===== config.mk =====
export PLATFORM = sky130hd
export DESIGN_NAME = reg_file_mp
export DESIGN_NICKNAME = d
export VERILOG_FILES = /design/src/rtl/reg_file_mp.sv
export SDC_FILE = /design/constraint.sdc
export NUM_CORES = 2
export LEC_CHECK = 0
export CAP_MARGIN = 20
export CORE_AREA = 2 2 382 346
export CTS_CLUSTER_DIAMETER = 80
export DETAILED_ROUTE_END_ITERATION = 6
export DIE_AREA = 0 0 384 348
export GPL_ROUTABILITY_DRIVEN = 0
export RECOVER_POWER = 50
export SETUP_SLACK_MARGIN = 0.4
export SLEW_MARGIN = 20
export SYNTH_ARGS = -nofsm -noshare
export SYNTH_HDL_FRONTEND = slang
export SYNTH_SLANG_ARGS = --single-unit

===== constraint.sdc =====
create_clock -name clk -period 84.8 [get_ports clk]
set_clock_uncertainty 0.1 [all_clocks]
set_input_delay 16.96 -clock clk [delete_from_list [all_inputs] [get_ports clk]]
set_output_delay 16.96 -clock clk [all_outputs]
set_load 0.03 [all_outputs]

===== src/rtl/reg_file_mp.sv =====
// rtl/reg_file_mp.sv - multi-read-port register file with entry 0 tied to zero and a sequential bulk-clear engine
// Optional feature: define BYPASS_EN for same-cycle write-through forwarding to matching read ports.
module reg_file_mp #(
   parameter int DW = 32,
   parameter int AW = 5,
   parameter int NR = 2
) (
   input  logic             clk,
   input  logic             rst,
   input  logic             wr_en,
   input  logic [AW-1:0]    wr_sel,
   input  logic [DW-1:0]    wr_data,
   input  logic [NR*AW-1:0] rd_sel,
   output logic [NR*DW-1:0] rd_data,
   input  logic             clr_req,
   output logic             clr_busy,
   output logic             clr_done
);

   localparam int DEPTH = 1 << AW;

   typedef enum logic {IDLE, CLEAR} state_t;

   state_t          state_q, state_d;
   logic [AW-1:0]   cnt_q, cnt_d;
   logic            done_q, done_d;
   logic [DW-1:0]   mem_q [0:DEPTH-1];
   logic [DW-1:0]   mem_d [0:DEPTH-1];
   logic            wr_ok;

   // A write only lands when the clear engine is idle and the target is not r0.
   assign wr_ok    = wr_en && (state_q == IDLE) && (wr_sel != '0);
   assign clr_busy = (state_q == CLEAR);
   assign clr_done = done_q;

   // Next-state logic: write port, clear FSM, and the hardwired zero entry.
   always_comb begin
      mem_d   = mem_q;
      state_d = state_q;
      cnt_d   = cnt_q;
      done_d  = 1'b0;
      case (state_q)
         IDLE: begin
            // A write and a clear request together: the write lands, then the clear wipes it.
            if (wr_ok) begin
               mem_d[wr_sel] = wr_data;
            end
            if (clr_req) begin
               state_d = CLEAR;
               cnt_d   = AW'(1);
            end
         end
         CLEAR: begin
            mem_d[cnt_q] = '0;
            // Leave at the last entry so cnt never wraps back onto r0.
            if (cnt_q == '1) begin
               state_d = IDLE;
               cnt_d   = '0;
               done_d  = 1'b1;
            end else begin
               cnt_d = cnt_q + 1'b1;
            end
         end
         default: begin
            state_d = IDLE;
            cnt_d   = '0;
         end
      endcase
      mem_d[0] = '0;
   end

   // State and storage registers; reset is asynchronous and aborts any clear in progress.
   always_ff @(posedge clk or posedge rst) begin
      if (rst) begin
         state_q <= IDLE;
         cnt_q   <= '0;
         done_q  <= 1'b0;
         for (int i = 0; i < DEPTH; i++) begin
            mem_q[i] <= '0;
         end
      end else begin
         state_q <= state_d;
         cnt_q   <= cnt_d;
         done_q  <= done_d;
         for (int i = 0; i < DEPTH; i++) begin
            mem_q[i] <= mem_d[i];
         end
      end
   end

   // Combinational read ports, each independent, with optional per-port forwarding.
   always_comb begin
      rd_data = '0;
      for (int k = 0; k < NR; k++) begin
`ifdef BYPASS_EN
         if (wr_ok && (rd_sel[k*AW +: AW] == wr_sel)) begin
            rd_data[k*DW +: DW] = wr_data;
         end else begin
            rd_data[k*DW +: DW] = mem_q[rd_sel[k*AW +: AW]];
         end
`else
         rd_data[k*DW +: DW] = mem_q[rd_sel[k*AW +: AW]];
`endif
      end
   end

endmodule


==> results.md <==
- CP top delay family: buffers and inverters
- Slew Limit Headroom: -510.7%
- Crit path to: rd_data[52]
- Adder-cell share of the synthesized area: 0.1454%
- Sequential share of power: 42.3%
- Detail Placement HPWL: 110500 um
- Vias in the first global route: 39300
- Total power per unit cell area: 22.38 nW/um^2
- Worst-path fanout max: 74
- Final ANT Viol Nets: 0
- Via/cell ratio: 7.167
- Post-synthesis compound-gate area fraction: 23.72%
- Setup TNS: 0 ps
- P&R area growth vs syn: 12.65%
- Reg2reg setup slack: 77740 ps
- TritonCTS clock tree: yes
- Slowest Stage Delay on Critical Path: 740 ps
- Post-Route WL: 199900 um
- Max IR drop VDD: 0.01857 mV
- FMAX: 25.87 MHz
- Core area: 130100 um^2
- Synth Area per Inst: 13.69 um^2
- Final-report setup violation count: 0
- Layout fillers: 11550
- Vias: 39160
- Net Sw Frac: 29.91%
- Initial core utilization: 39.70%
- Cts bufs inserted: 108
- Synthesized Nets: 3829
- XOR/XNOR share of the synthesized area: 0.03393%
- Simple-gate portion of the synthesized area: 1.842%
- Setup WS post-layout: 46150 ps
- Instance count on the critical path: 8
- Share of cells above drive strength 1: 21.87%
- Clock-pin slew on the worst setup and hold paths: 60 ps
- Worst-Margin Slew: 9160 ps
- First-pass DRT Iterations: 6
- DP Worst Slack: 46210 ps
- Path type of the worst min-delay path: reg -> reg
- Die height: 348 um
- CTS root buffer: clkbuf_16
- R2R depth: 7
- Die area: 133600 um^2
- Worst reg2reg startpoint: clr_busy
- RSZ-0062 raised after global routing: no
- Register area share after synthesis: 48.42%
- Synthesized instance count: 3772
- Clk network pwr share: 39.3%
- Reg-to-Reg End: mem_q[264]
- Static leakage: 25.36 nW
- 1st-iter DRT viols: 5387
- Post-CTS Hold Buffers: 0
- Minimum clock period: 38650 ps
- Commonest non-fill, non-tap cell in the layout: a22o_1
- Crit Path Category: in -> out
- Data required, critical path: 67740 ps
- Cell Chain, Critical Path: buf_8 > buf_4 > buf_4 > mux4_2 > a22o_1 > o21ai_0 > o31ai_1 > clkdlybuf4s50_1
- Post-synthesis register bit count: 999
- Max Cap Viol: 36
- Cell Int Power: 0.0009122 W
- Violated checks: capacitance limit, slew limit
- CTS H-tree depth: 3
- Crit path buffers/inverters: 4
- Nets: 3705
- # clock sinks: 999
- Total power: 0.001302 W
- Synth warn: 0
- First-pass GRT wire length: 289700 um
- Remaining Overflow, GRT: 0
- NetSw: 0.0003894 W
- Footprint of the multi-input gates: 24990 um^2
- Largest net degree at the start of global routing: 170
- Post-synthesis mux area share: 21.88%
- CP dominant cell by count: buf_4
- Most frequent cells in the layout: a22o_1 (1183), dfrtp_1 (999), mux4_2 (384), mux2i_1 (194), buf_4 (120)
- Inst Count DP: 5265
- Crit path launch type: input port
- CP max stage cell: buf_4
- Initial antenna violation count: 4
- Placement Rows: 126
- DRC errors left: 0
- FF+latch area: 25000 um^2
- Post-Syn Area: 51630 um^2
- Die Wd: 384 um
- Worst skew pair latency: 720 ps
- Number of I/O pins: 117
- Longest Clk Path Bufs: 3
- Status: finished with violations
- Total track usage: 29.64%
- Non-Filler Instances: 5464
- I/O Buffers: 116
- CTS resizes: 0
- Critical Path Sink Type: output pin
- Per-cell routed wire length: 36.58 um
- Netlist cell types: 36
- Power share of the combinational group: 18.4%
- Critical path arrival: 21590 ps
- Final Hold Fails: 0
- Antenna Cells: 0
- Setup crit start: rd_sel[5]
- Largest family of logic cells by synthesized area: compound AO/OA/AOI/OAI gates
- Post-CTS setup buffers: 0
- Final period utilization: 45.58%
- Slew Viols, Final: 1423
==> area by class of cell <==
| class | count | share of cell area (%) |
|---|---|---|
| Clock buffer | 162 | 5.638 |
| Clock inverter | 36 | 0.9014 |
| Inverter | 7 | 0.04733 |
| Multi-Input combinational cell | 2271 | 42.97 |
| Sequential cell | 999 | 42.98 |
| Tap cell | 1728 | 3.717 |
| Timing Repair Buffer | 261 | 3.745 |
==> cell families after synthesis <==
group	Yosys count
XOR/XNOR	2
adder cells (fa/ha/maj)	6
buffers and inverters	502
flip-flops	999
multiplexers	641
AND/OR/NAND/NOR	146
AO/OA/AOI/OAI	1476
==> cells in the mapped netlist <==
| master | count | area (um^2) |
|---|---|---|
| nor2_1 | 32 | 120.1 |
| o31a_1 | 1 | 8.760 |
| clkbuf_1 | 352 | 1321 |
| a22o_1 | 1183 | 10360 |
| xnor2_1 | 2 | 17.52 |
| nor3_4 | 1 | 16.27 |
| nor4_1 | 1 | 6.260 |
| nand3_1 | 2 | 10.01 |
| buf_2 | 125 | 625.6 |
| o21ai_0 | 66 | 330.3 |
| a21oi_1 | 28 | 140.1 |
| and3_1 | 5 | 31.28 |
| nand4bb_1 | 2 | 22.52 |
| inv_1 | 7 | 26.28 |
| nor4_2 | 1 | 12.51 |
| buf_4 | 1 | 7.510 |
| nand4b_1 | 1 | 8.760 |
| ha_1 | 6 | 75.07 |
| or3_1 | 1 | 6.260 |
| nand3b_1 | 3 | 22.52 |
| mux4_2 | 384 | 8648 |
| nand2b_1 | 4 | 25.02 |
| nor4_4 | 6 | 127.6 |
| mux2_2 | 63 | 709.4 |
| dfrtp_1 | 999 | 25000 |
| o32ai_1 | 2 | 17.52 |
| a31oi_1 | 3 | 18.77 |
| nor2b_1 | 8 | 50.05 |
| mux2i_1 | 194 | 1942 |
| and2_1 | 70 | 437.9 |
| a211oi_1 | 64 | 480.5 |
| or3b_1 | 4 | 35.03 |
| nand2_1 | 5 | 18.77 |
| o22ai_1 | 64 | 400.4 |
| buf_1 | 17 | 63.81 |
| o31ai_1 | 65 | 488.0 |
==> metal layers <==
layer	vias to the layer above	wire length [um]	track usage, %
met5	-	43	0
met2	2752	88100	43.89
met4	6	11530	14.35
met1	20630	77920	40.59
li1	15130	-	-
met3	648	22290	7.616
==> power by group through the flow <==
stage / clock network, W / logic (W) / registers [W]
final: 0.000511 / 0.000240 / 0.000551
after floorplan: 0 / 0.000150 / 0.000549
after detailed placement: 0 / 0.000238 / 0.000557
after global routing: 0.000535 / 0.000249 / 0.000556
after CTS: 0.000515 / 0.000239 / 0.000550
after global placement: 0 / 0.000236 / 0.000556
==> metrics by stage <==
step | instance area [um^2] | hold slack (ps) | util, %
2_1_floorplan | 51630 | 376.7 | -
3_3_place_gp | 54720 | 394.0 | 42.07
3_5_place_dp | 54700 | 396.4 | 42.05
4_1_cts | 58500 | 416.8 | 44.98
5_1_grt | 58160 | 426.5 | 44.72
6_report | 58160 | 413.9 | 44.72
==> how the worst min path moves through the flow <==
stage          startpoint  depth (start not counted)         end
2_1_floorplan  mem_q[896]                          1  mem_q[896]
3_3_place_gp   mem_q[266]                          1  mem_q[266]
3_5_place_dp    mem_q[58]                          1   mem_q[58]
4_1_cts        mem_q[983]                          1  mem_q[983]
5_1_grt        mem_q[554]                          1  mem_q[554]
6_report       mem_q[552]                          1  mem_q[552]
==> flip-flops by register name, indices dropped and copies added, names as in the netlist <==
| name | flops |
|---|---|
| cnt_q | 5 |
| clr_done | 1 |
| mem_q | 992 |
| clr_busy | 1 |
No activity file was read; power rests on OpenSTA's default activity.
